==> src/rtl/dmem_arbiter.sv <==
// Two-port arbiter (CPU = port 0, loader/debug = port 1) in front of a single data memory.
// Access latency is MEM_LATENCY busy cycles plus one done cycle. Define DMEM_ARB_CPU_PRIORITY_EN for fixed CPU priority.
module dmem_arbiter #(
  parameter int DEPTH       = 64,
  parameter int MEM_LATENCY = 2
) (
  input  logic        clk,
  input  logic        rst,
  input  logic        cpu_req,
  input  logic        cpu_we,
  input  logic [31:0] cpu_addr,
  input  logic [31:0] cpu_wdata,
  output logic        cpu_ready,
  output logic [31:0] cpu_rdata,
  output logic        cpu_err,
  output logic        cpu_stall,
  input  logic        dbg_req,
  input  logic        dbg_we,
  input  logic [31:0] dbg_addr,
  input  logic [31:0] dbg_wdata,
  output logic        dbg_ready,
  output logic [31:0] dbg_rdata,
  output logic        dbg_err,
  output logic [31:0] mem_addr,
  output logic [31:0] mem_wdata,
  output logic        mem_r_en,
  output logic        mem_w_en,
  input  logic [31:0] mem_rdata
);

  typedef enum logic [1:0] {IDLE, BUSY, DONE} state_t;

  localparam logic [3:0] CNT_INIT = 4'(MEM_LATENCY - 1);

  state_t      state;
  logic        last_grant;
  logic        grant;
  logic        we_q;
  logic        err_q;
  logic [31:0] addr_q;
  logic [31:0] wdata_q;
  logic [31:0] data_q;
  logic [3:0]  cnt;

  logic        pick;
  logic        sel_we;
  logic [31:0] sel_addr;
  logic [31:0] sel_wdata;
  logic        sel_err;

  // pick = 1 selects the debug port
  always_comb begin
`ifdef DMEM_ARB_CPU_PRIORITY_EN
    pick = ~cpu_req;
`else
    if (cpu_req && dbg_req) pick = ~last_grant;
    else                    pick = ~cpu_req;
`endif
    sel_we    = pick ? dbg_we    : cpu_we;
    sel_addr  = pick ? dbg_addr  : cpu_addr;
    sel_wdata = pick ? dbg_wdata : cpu_wdata;
    sel_err   = (sel_addr[1:0] != 2'b00) || (sel_addr[31:2] >= 30'(DEPTH));
  end

  always_ff @(posedge clk) begin
    if (rst) begin
      state      <= IDLE;
      last_grant <= 1'b1;
      grant      <= 1'b0;
      we_q       <= 1'b0;
      err_q      <= 1'b0;
      addr_q     <= '0;
      wdata_q    <= '0;
      data_q     <= '0;
      cnt        <= '0;
    end else begin
      case (state)
        IDLE: begin
          if (cpu_req || dbg_req) begin
            grant      <= pick;
            last_grant <= pick;
            we_q       <= sel_we;
            addr_q     <= sel_addr;
            wdata_q    <= sel_wdata;
            err_q      <= sel_err;
            cnt        <= CNT_INIT;
            state      <= BUSY;
          end
        end
        BUSY: begin
          if (cnt == 4'd0) begin
            data_q <= (we_q || err_q) ? 32'd0 : mem_rdata;
            state  <= DONE;
          end else begin
            cnt <= cnt - 4'd1;
          end
        end
        DONE:    state <= IDLE;
        default: state <= IDLE;
      endcase
    end
  end

  logic busy;
  logic done;

  always_comb begin
    busy      = (state == BUSY);
    done      = (state == DONE) && !rst;
    mem_addr  = busy ? {2'b00, addr_q[31:2]} : 32'd0;
    mem_wdata = busy ? wdata_q : 32'd0;
    mem_r_en  = busy && !we_q && !err_q && !rst;
    // the write fires only on the final busy cycle, once per access
    mem_w_en  = busy && we_q && !err_q && (cnt == 4'd0) && !rst;
    cpu_ready = done && !grant;
    dbg_ready = done && grant;
    cpu_rdata = cpu_ready ? data_q : 32'd0;
    dbg_rdata = dbg_ready ? data_q : 32'd0;
    cpu_err   = cpu_ready && err_q;
    dbg_err   = dbg_ready && err_q;
    cpu_stall = cpu_req && !cpu_ready;
  end

endmodule
==> config.mk <==
export PLATFORM = sky130hd
export DESIGN_NAME = dmem_arbiter
export DESIGN_NICKNAME = d
export VERILOG_FILES = /design/src/rtl/dmem_arbiter.sv
export SDC_FILE = /design/constraint.sdc
export NUM_CORES = 1
export LEC_CHECK = 0
export ABC_AREA = 1
export BUFFER_PORTS_ARGS = -buffer_cell sky130_fd_sc_hd__buf_2
export CELL_PAD_IN_SITES_DETAIL_PLACEMENT = 0
export CELL_PAD_IN_SITES_GLOBAL_PLACEMENT = 1
export CORE_ASPECT_RATIO = 1.1
export CORE_MARGIN = 4
export CORE_UTILIZATION = 31
export CTS_BUF_LIST = sky130_fd_sc_hd__clkbuf_8
export DETAILED_ROUTE_END_ITERATION = 7
export GPL_ROUTABILITY_DRIVEN = 0
export HOLD_SLACK_MARGIN = 0.05
export PLACE_DENSITY_LB_ADDON = 0.05
export SETUP_SLACK_MARGIN = 0.02
export SKIP_CTS_REPAIR_TIMING = 1
export SYNTH_ARGS = -nofsm -noshare
export SYNTH_HDL_FRONTEND = slang
export SYNTH_SLANG_ARGS = --single-unit
==> constraint.sdc <==
create_clock -name clk -period 2.1 [get_ports clk]
set_input_delay 0.63 -clock clk [delete_from_list [all_inputs] [get_ports clk]]
set_output_delay 0.63 -clock clk [all_outputs]
set_load 0.01 [all_outputs]
==> Implementation_results.wiki, run 1 <==
{| class="wikitable"
! Metric !! Value
|-
| Drt drc || 0
|-
| Worst Hold Launch || data_q[5]
|-
| Signal arrival time at the worst endpoint || 1.60 ns
|-
| Die Height || 148 µm
|-
| Post-Route Setup TNS || -4.69 ns
|-
| Residual overflow from global routing || 0
|-
| Fraction of layout instances using a drive strength above 1 || 44.2%
|-
| Final #Nets || 1255
|-
| Ordered cell list for the critical path || inv_1 -> ha_1 -> inv_1 -> nor3_4 -> nand2_1 -> nor4_2 -> buf_2
|-
| TritonCTS clock tree || yes
|-
| Clock period minus final worst setup slack || 2.23 ns
|-
| Leak Pwr || 3.78 nW
|-
| CTS sink cnt || 104
|-
| HPWL Detailed || 13.8 mm
|-
| Fraction of synthesis flops using an asynchronous set or reset pin || 0%
|-
| Post-detailed-route count of antenna-violating nets || 0
|-
| Quantity of I/O buffers inserted on ports || 298
|-
| Fraction of power consumed by the clock network || 24.4%
|-
| Std cell rows || 50
|-
| Master cell of the clock root buffer || sky130_fd_sc_hd__clkbuf_8
|-
| Area post-placement || 7390 µm²
|-
| Total setup violations reported at the end of the flow || 99
|-
| Status || complete, but fails checks
|-
| EDFF count, synth || 0
|-
| Total I/O pin count || 301
|-
| Number of vias in the routed layout || 5965
|-
| Switching portion of total power || 34.4%
|-
| Worst Path Max Fanout || 3
|-
| Area of the die || 19900 µm²
|-
| Endpoint required time on the critical path || 1.47 ns
|-
| Post-CTS clock slew at the launch and capture registers of the worst setup and hold paths || 0.09 ns
|-
| Most frequent standard cell in the layout excluding fill and tap cells || sky130_fd_sc_hd__buf_2
|-
| Source-to-sink clock delay at the later pin of the worst-skew pair || 0.38 ns
|-
| Worst setup slack for register-to-register paths || 0.28 ns
|-
| Number of hold violations in the final report || 0
|-
| Initial cell density of the core || 31.9%
|-
| Post-Synthesis Cells || 791
|-
| First drt pass iteration count || 4
|-
| Final Cell Area || 8400 µm²
|-
| Die width || 135 µm
|-
| Average instance area after synthesis || 6.94 µm²
|-
| Proportion of synthesized chip area in sequential cells || 37.9%
|-
| Maximum vdd drop || 0.000285 V
|-
| Post-DR vias/cell || 4.50
|-
| Power density over the cells || 637 nW/µm²
|-
| Htree depth || 3
|-
| #FFs+latches synth || 104
|-
| Final setup margin || -0.132 ns
|-
| Pin count of the biggest net entering global routing || 41
|-
| Hold Worst Slack || 0.468 ns
|-
| Cell-internal power || 3.51 mW
|-
| Post-route total power || 5.35 mW
|-
| Seq pwr share || 42.9%
|-
| Setup repair after global routing missed its margin || yes
|-
| Endpoint of the worst register-to-register path || data_q[25]
|-
| Worst-case hold path end point || data_q[5]
|-
| Global-route wire length before repair || 28.6 mm
|-
| Placed Instances || 1298
|-
| Antenna violations before repair || 1
|-
| Most used flip-flop cell after synthesis || sky130_fd_sc_hd__dfxtp_1
|-
| Maximum operating frequency || 448 MHz
|-
| Worst path max stage delay || 0.33 ns
|-
| Post-Route Skew || 0.0169 ns
|-
| Critical path class || register to output pin
|-
| Max capacitance violation total || 0
|-
| Number of antenna cells inserted || 0
|-
| Number of global-route vias before repair || 5604
|-
| Final Cycle Share || 106%
|-
| Hold path depth || 2
|-
| Utilization of the core after routing || 48.8%
|-
| Number of cells in the finished layout apart from fillers || 1327
|-
| Floorplan core area || 17200 µm²
|-
| Area growth, synth to finish || 53.1%
|-
| Violation count after the first detailed-route iteration || 246
|-
| Type of the tightest min-delay check || register to register
|-
| Worst setup SP type || register
|-
| Net switching component of the power || 1.84 mW
|-
| Wire per inst || 15.3 µm
|-
| Library cells used by synthesis || 31
|-
| Number of buffers added by the clock tree synthesis step || 9
|-
| Violations in the final reports || negative setup slack
|-
| Maximum count of clock buffers along a single path || 2
|-
| Number of cells traversed by the worst register-to-register path || 10
|-
| Endpoint class of the critical path || output pin
|-
| Most used cells in the layout excluding fill and tap cells || 259 x sky130_fd_sc_hd__buf_2, 158 x sky130_fd_sc_hd__nor2_1, 121 x sky130_fd_sc_hd__nand2_1
|-
| Netlist area before placement || 5490 µm²
|-
| Relative contribution of combinational cells to total power || 32.7%
|-
| GRT Total Usage || 18.0%
|-
| Number of warnings issued by yosys || 0
|-
| Top cell by count, worst path || sky130_fd_sc_hd__inv_1
|-
| Total wire length after detailed routing || 20.2 mm
|-
| Startpoint of the lowest-slack register-to-register path || cnt[0]
|-
| Max Transition Viols Final || 0
|-
| Post-placement worst setup slack || -0.0403 ns
|-
| Slowest stage cell, crit path || sky130_fd_sc_hd__dfxtp_1
|}
==> power by group through the flow <==
stage          Sequential [mW]  Combinational [mW]  Clock (mW)
2_1_floorplan             2.32                1.06           0
3_3_place_gp              2.33                1.58           0
3_5_place_dp              2.33                1.58           0
4_1_cts                   2.29                1.58        1.35
5_1_grt                   2.32                1.94        1.43
6_report                  2.29                1.75        1.31
==> metal layers <==
| layer | global-route usage [%] | vias to the layer above | part of all wire, % |
|---|---|---|---|
| met2 | 31.6 | 203 | 51 |
| li1 | - | 3051 | - |
| met5 | 0 | - | 0.035 |
| met4 | 7.03 | 2 | 2.2 |
| met3 | 3.98 | 30 | 6.1 |
| met1 | 21.1 | 2679 | 40 |
==> cell families after synthesis <==
family          Yosys count  share of synthesized area, %
other cells               1                        0.0683
simple gates            399                          29.4
compound gates          111                          18.1
flops                   104                          37.9
buf+inv                 175                          14.3
fa+ha+maj                 1                         0.228
==> cells in the mapped netlist, drive strengths merged, types with 2 or more instances <==
cell type | count | area, µm²
a21oi | 37 | 185
o22ai | 13 | 81.3
buf | 32 | 246
clkbuf | 20 | 75.1
o21ai | 22 | 110
nor3 | 5 | 30.0
dfxtp | 104 | 2080
nand2 | 125 | 494
nand3 | 27 | 135
inv | 123 | 462
o32ai | 39 | 619
nor2 | 232 | 883
nand3b | 5 | 37.5
or2 | 2 | 12.5
==> worst max-delay path by stage <==
stage	endpoint	from	cells after the start	slack (ns)
final	mem_w_en	cnt[0]	7	-0.13
after global routing	mem_w_en	cnt[0]	7	-0.32
after CTS	mem_w_en	cnt[0]	7	-0.23
after detailed placement	dbg_rdata[18]	rst	8	-0.04
after global placement	dbg_err	rst	8	-0.02
after floorplan	cpu_rdata[11]	rst	6	0.02
==> critical path, delay by kind of cell (launching register included) <==
kind | cells | cell delay (ns)
adder cells (fa/ha/maj) | 1 | 0.17
buffers and inverters | 3 | 0.35
flip-flops | 1 | 0.33
AND/OR/NAND/NOR | 3 | 0.39
==> registers in the layout, summed over array words and instances (netlist names) <==
| name | cells |
|---|---|
| state | 2 |
| data_q | 32 |
| last_grant | 1 |
| wdata_q | 32 |
| we_q | 1 |
| grant | 1 |
| addr_q | 30 |
| cnt | 4 |
| err_q | 1 |
==> final cells by class <==
| type | count | area [µm²] |
|---|---|---|
| clock inverter | 6 | 60.1 |
| tap | 234 | 293 |
| timing repair buffer | 337 | 2310 |
| multi-input combinational | 513 | 3040 |
| fill | 1773 | 8800 |
| clock buffer | 10 | 138 |
| sequential | 104 | 2090 |
| inverter | 123 | 477 |
No activity file was read; power rests on OpenSTA's default activity.
==> inputs of run 2 (changes only) <==
Settings changed: SETUP_SLACK_MARGIN 0.02 to 0.1.
Clock period 2.1 ns to 2.35 ns, I/O delays scaled along.
==> run 2 against run 1 <==
Compared with the run above:
- the run still ends with negative setup slack left
- worst setup slack better by 0.091 ns
- sequential cell count stayed put
- highest routed layer unchanged
- design area is 11% higher
==> Implementation_results.wiki, run 2 (synthesized netlist as in run 1, its figures left out) <==
{| class="wikitable"
! Metric !! Value
|-
| Hold Worst Slack || 0.468 ns (+0.000581 ns)
|-
| Endpoint class of the critical path || output pin
|-
| Number of vias in the routed layout || 5994 (+0.49%)
|-
| Startpoint of the lowest-slack register-to-register path || cnt[0]
|-
| Die width || 135 µm (unchanged)
|-
| Setup repair after global routing missed its margin || yes
|-
| Final #Nets || 1262 (+0.56%)
|-
| Violation count after the first detailed-route iteration || 200 (-19%)
|-
| Source-to-sink clock delay at the later pin of the worst-skew pair || 0.38 ns (about the same)
|-
| Htree depth || 3 (unchanged)
|-
| Global-route wire length before repair || 29.3 mm (+2.4%)
|-
| Signal arrival time at the worst endpoint || 1.69 ns (+0.09 ns)
|-
| Registers with the most flip-flops || data_q (32), wdata_q (32), addr_q (30)
|-
| Seq pwr share || 40.6% (-2.3 points)
|-
| Worst Path Max Fanout || 2 (-1)
|-
| Hold path depth || 2 (unchanged)
|-
| Number of buffers added by the clock tree synthesis step || 9 (unchanged)
|-
| Area growth, synth to finish || 69.6%
|-
| Violations in the final reports || negative setup slack
|-
| Post-route total power || 5.06 mW (-5.3%)
|-
| Cell-internal power || 3.24 mW (-7.6%)
|-
| Post-detailed-route count of antenna-violating nets || 0 (unchanged)
|-
| Die Height || 148 µm (unchanged)
|-
| Wire per inst || 15.7 µm (+3.1%)
|-
| Post-placement worst setup slack || 0.0121 ns (+0.0524 ns)
|-
| Master cell of the clock root buffer || sky130_fd_sc_hd__clkbuf_8
|-
| Number of hold violations in the final report || 0 (unchanged)
|-
| Quantity of I/O buffers inserted on ports || 298 (unchanged)
|-
| Endpoint required time on the critical path || 1.64 ns (+0.17 ns)
|-
| Number of cells traversed by the worst register-to-register path || 10 (unchanged)
|-
| CTS sink cnt || 104 (unchanged)
|-
| Worst setup slack for register-to-register paths || 0.54 ns (+0.26 ns)
|-
| Most used cells in the layout excluding fill and tap cells || 203 x sky130_fd_sc_hd__buf_2, 120 x sky130_fd_sc_hd__nand2_1, 112 x sky130_fd_sc_hd__inv_1
|-
| Number of global-route vias before repair || 5668 (+1.1%)
|-
| Worst-case hold path end point || data_q[8]
|-
| Status || complete, but fails checks
|-
| Type of the tightest min-delay check || register to register
|-
| Switching portion of total power || 35.9% (+1.5 points)
|-
| Post-Route Setup TNS || -0.0410 ns (+4.65 ns)
|-
| First drt pass iteration count || 4 (unchanged)
|-
| Total setup violations reported at the end of the flow || 1 (-99%)
|-
| Std cell rows || 50 (unchanged)
|-
| Final Cell Area || 9310 µm² (+11%)
|-
| Drt drc || 0 (unchanged)
|-
| Relative contribution of combinational cells to total power || 38.6% (+5.9 points)
|-
| Fraction of power consumed by the clock network || 20.9% (-3.5 points)
|-
| Most frequent standard cell in the layout excluding fill and tap cells || sky130_fd_sc_hd__buf_2
|-
| Initial cell density of the core || 31.9% (unchanged)
|-
| Fraction of layout instances using a drive strength above 1 || 49.3% (+5.1 points)
|-
| GRT Total Usage || 18.2% (+0.24 points)
|-
| Clock period minus final worst setup slack || 2.39 ns
|-
| Pin count of the biggest net entering global routing || 41 (unchanged)
|-
| Leak Pwr || 3.90 nW (+3.1%)
|-
| Max Transition Viols Final || 0 (unchanged)
|-
| Worst setup SP type || register
|-
| Number of antenna cells inserted || 0 (unchanged)
|-
| Max capacitance violation total || 0 (unchanged)
|-
| Critical path class || register to output pin
|-
| Area post-placement || 7360 µm² (-0.41%)
|-
| Total wire length after detailed routing || 21.0 mm (+3.5%)
|-
| Antenna violations before repair || 1 (unchanged)
|-
| HPWL Detailed || 13.8 mm (-0.33%)
|-
| Residual overflow from global routing || 0 (unchanged)
|-
| Worst Hold Launch || data_q[8]
|-
| Net switching component of the power || 1.82 mW (-1.1%)
|-
| Total I/O pin count || 301 (unchanged)
|-
| Placed Instances || 1295 (-0.23%)
|-
| Post-Route Skew || 0.00887 ns (-0.00807 ns)
|-
| Power density over the cells || 544 nW/µm² (-15%)
|-
| Post-CTS clock slew at the launch and capture registers of the worst setup and hold paths || 0.10 ns (about the same)
|-
| Final Cycle Share || 102%
|-
| Final setup margin || -0.0410 ns (+0.0909 ns)
|-
| Utilization of the core after routing || 54.1% (+5.3 points)
|-
| Floorplan core area || 17200 µm² (unchanged)
|-
| Post-DR vias/cell || 4.50 (about the same)
|-
| Maximum count of clock buffers along a single path || 2 (unchanged)
|-
| Maximum vdd drop || 0.000263 V (-7.5%)
|-
| Area of the die || 19900 µm² (unchanged)
|-
| TritonCTS clock tree || yes
|-
| Maximum operating frequency || 418 MHz
|-
| Endpoint of the worst register-to-register path || data_q[3]
|-
| Number of cells in the finished layout apart from fillers || 1333 (+0.45%)
|}
## run 2: worst max-delay path: stages (launching register included)
cell and delay [ns]:
sky130_fd_sc_hd__dfxtp_2 0.34, sky130_fd_sc_hd__inv_2 0.07, sky130_fd_sc_hd__ha_4 0.15, sky130_fd_sc_hd__inv_4 0.04
sky130_fd_sc_hd__nor3_4 0.19, sky130_fd_sc_hd__nand2_2 0.10, sky130_fd_sc_hd__nor4_4 0.26, sky130_fd_sc_hd__buf_4 0.17
## run 2: worst max-delay path by stage
stage | from | to | slack (ns)
final | cnt[0] | mem_w_en | -0.04
after global routing | cnt[0] | mem_w_en | -0.15
after CTS | state[0] | mem_wdata[20] | -0.04
after detailed placement | rst | dbg_err | 0.01
after global placement | rst | dbg_rdata[0] | 0.04
after floorplan | rst | cpu_rdata[11] | 0.09
## run 2: layer usage
| layer | part of all wire (%) | up-vias | global-route usage (%) |
|---|---|---|---|
| met4 | 1.6 | 2 | 5.75 |
| met5 | 0.033 | - | 0 |
| li1 | - | 3066 | - |
| met1 | 41 | 2710 | 22.7 |
| met3 | 6.2 | 22 | 3.81 |
| met2 | 51 | 194 | 31.3 |
## run 2: final cells by class
type	count	area (µm²)
Clock buffer	11	151
Fill cell	1659	7890
Inverter	123	487
Sequential cell	104	2090
Clock inverter	4	21.3
Tap cell	234	293
Multi-Input combinational cell	513	3460
Timing Repair Buffer	344	2810
## run 2: power by group through the flow
| stage | clock network, mW | logic, mW | registers, mW |
|---|---|---|---|
| floorplan | 0 | 0.943 | 2.07 |
| global placement | 0 | 1.40 | 2.08 |
| detailed placement | 0 | 1.39 | 2.08 |
| CTS | 1.11 | 1.40 | 2.04 |
| global route | 1.19 | 2.13 | 2.08 |
| finish | 1.06 | 1.95 | 2.05 |
==> inputs of run 3 (changes only) <==
Settings changed: CORE_UTILIZATION 31 to 30, CTS_BUF_LIST sky130_fd_sc_hd__clkbuf_8 to not set.
==> run 3 against run 2 <==
Compared with the run above:
- the flow now finishes without violations
- clock skew increased by 0.00079 ns
- core utilization down 8.8 points
- sequential share of layout area increased by 3.3 points
- register-to-register slack better by 0.06 ns
- die area rose by 3.1%
- clock power is 32% higher
- hold slack worse by 0.0042 ns
- critical endpoint is now dbg_rdata[21]
- largest power group unchanged
==> Implementation_results.wiki, run 3 (synthesized netlist as in run 1, its figures left out) <==
{| class="wikitable"
! Metric !! Value
|-
| Power density over the cells || 603 nW/µm² (+11%)
|-
| Type of the tightest min-delay check || register to register
|-
| Final Cycle Share || 98.3% (-3.4 points)
|-
| GR Layer Usage met1 || 21.1% (-1.7 points)
|-
| Number of buffers added by the clock tree synthesis step || 9 (unchanged)
|-
| Utilization of the core after routing || 45.4% (-8.8 points)
|-
| Top cell by count, worst path || sky130_fd_sc_hd__nor2_4
|-
| Worst setup SP type || input pin
|-
| Leak Pwr || 3.69 nW (-5.4%)
|-
| Endpoint class of the critical path || output pin
|-
| Post-CTS clock slew at the launch and capture registers of the worst setup and hold paths || 0.07 ns (-0.03 ns)
|-
| Post-Route Skew || 0.00966 ns (+0.000792 ns)
|-
| Setup repair after global routing missed its margin || yes
|-
| Final #Nets || 1245 (-1.3%)
|-
| HPWL Detailed || 13.9 mm (+1.1%)
|-
| Signal arrival time at the worst endpoint || 1.61 ns (-0.08 ns)
|-
| Placed Instances || 1297 (+0.15%)
|-
| Maximum operating frequency || 433 MHz (+3.5%)
|-
| Max Transition Viols Final || 0 (unchanged)
|-
| Slowest stage cell, crit path || sky130_fd_sc_hd__clkbuf_16
|-
| Residual overflow from global routing || 0 (unchanged)
|-
| Endpoint required time on the critical path || 1.64 ns (about the same)
|-
| Maximum count of clock buffers along a single path || 2 (unchanged)
|-
| Die Height || 150 µm (+1.6%)
|-
| Number of vias in the routed layout || 5785 (-3.5%)
|-
| Most frequent standard cell in the layout excluding fill and tap cells || sky130_fd_sc_hd__buf_2
|-
| Fraction of layout instances using a drive strength above 1 || 41.3% (-8.0 points)
|-
| Post-route total power || 4.89 mW (-3.4%)
|-
| Ordered cell list for the critical path || buf_8 -> inv_4 -> nand3_4 -> nor2_4 -> clkinv_4 -> clkbuf_16 -> nor2_4 -> buf_6
|-
| CTS sink cnt || 104 (unchanged)
|-
| Critical path class || input pin to output pin
|-
| Area post-placement || 7310 µm² (-0.65%)
|-
| Total setup violations reported at the end of the flow || 0 (-1)
|-
| Global-route track usage on met2 || 30.6% (-0.64 points)
|-
| Most used cells in the layout excluding fill and tap cells || 268 x sky130_fd_sc_hd__buf_2, 182 x sky130_fd_sc_hd__nor2_1, 121 x sky130_fd_sc_hd__nand2_1
|-
| First drt pass iteration count || 4 (unchanged)
|-
| Top Usage Layer GRT || met2
|-
| Worst path max stage delay || 0.20 ns (-0.14 ns)
|-
| Source-to-sink clock delay at the later pin of the worst-skew pair || 0.35 ns (-0.03 ns)
|-
| GRT Total Usage || 17.4% (-0.77 points)
|-
| Number of cells in the finished layout apart from fillers || 1323 (-0.75%)
|-
| Htree depth || 3 (unchanged)
|-
| Maximum vdd drop || 0.000331 V (+26%)
|-
| Status || finished, final reports clean
|-
| Drt drc || 0 (unchanged)
|-
| Violation count after the first detailed-route iteration || 202 (+1.0%)
|-
| Area growth, synth to finish || 47.7%
|-
| Final Cell Area || 8110 µm² (-13%)
|-
| Number of global-route vias before repair || 5655 (-0.23%)
|-
| Post-DR vias/cell || 4.37 (-2.8%)
|-
| Die width || 137 µm (+1.6%)
|-
| Master cell of the clock root buffer || sky130_fd_sc_hd__clkbuf_16
|-
| Floorplan core area || 17900 µm² (+3.9%)
|-
| Initial cell density of the core || 30.7% (-1.2 points)
|-
| Antenna violations before repair || 1 (unchanged)
|-
| Total I/O pin count || 301 (unchanged)
|-
| Global-route track usage on met3 || 3.60% (-0.21 points)
|-
| Std cell rows || 51 (+2.0%)
|-
| Post-Route Setup TNS || 0 ns (+0.0410 ns)
|-
| Number of hold violations in the final report || 0 (unchanged)
|-
| Max capacitance violation total || 0 (unchanged)
|-
| Total wire length after detailed routing || 19.3 mm (-7.8%)
|-
| Wire per inst || 14.6 µm (-7.1%)
|-
| Quantity of I/O buffers inserted on ports || 298 (unchanged)
|-
| Registers with the most flip-flops || data_q (32), wdata_q (32), addr_q (30)
|-
| Worst Path Max Fanout || 6 (+4)
|-
| Global-route wire length before repair || 28.6 mm (-2.4%)
|-
| Area of the die || 20500 µm² (+3.1%)
|-
| Post-detailed-route count of antenna-violating nets || 0 (unchanged)
|-
| Pin count of the biggest net entering global routing || 64 (+56%)
|-
| Clock period minus final worst setup slack || 2.31 ns (-0.0802 ns)
|-
| TritonCTS clock tree || yes
|}
==> run 3: final timing paths <==
check / cells past startpoint / to / from / slack, ns
min reg2reg: 2 / data_q[3] / data_q[3] / 0.46
max reg2reg: 10 / data_q[27] / cnt[1] / 0.60
min: 2 / data_q[3] / data_q[3] / 0.46
max: 8 / dbg_rdata[21] / rst / 0.04
==> run 3: metrics by stage <==
stage / hold slack, ns / worst slack (ns)
floorplan: 0.445 / 0.0875
global placement: 0.453 / -0.0414
detailed placement: 0.457 / -0.0935
CTS: 0.467 / -0.0961
global route: 0.478 / -0.0752
finish: 0.464 / 0.0393
==> run 3: critical path: cells and delay by family <==
family / cells / cell delay (ns)
buf+inv: 5 / 0.58
simple gates: 3 / 0.31
==> run 3: report_power, final <==
group          switching [mW]  total [mW]  internal (mW)
clock                   0.658        1.40          0.747
combinational           0.868        1.44          0.571
sequential             0.0713        2.05           1.98
total                    1.60        4.89           3.29
==> run 3: layout make-up <==
cell class / instances / area, µm²
clock inverters: 3 / 17.5
inverters: 123 / 477
repair buffers: 327 / 2050
well taps: 238 / 298
multi-input cells: 513 / 2930
clock buffers: 13 / 250
flip-flops and latches: 104 / 2080
fillers: 1898 / 9760
diodes: 2 / 5.00
==> run 3: layer usage <==
| metal | vias up | part of all wire (%) |
|---|---|---|
| met2 | 167 | 51 |
| met3 | 18 | 6.5 |
| met1 | 2555 | 41 |
| met4 | 0 | 1.9 |
| li1 | 3045 | - |
| met5 | - | 0 |
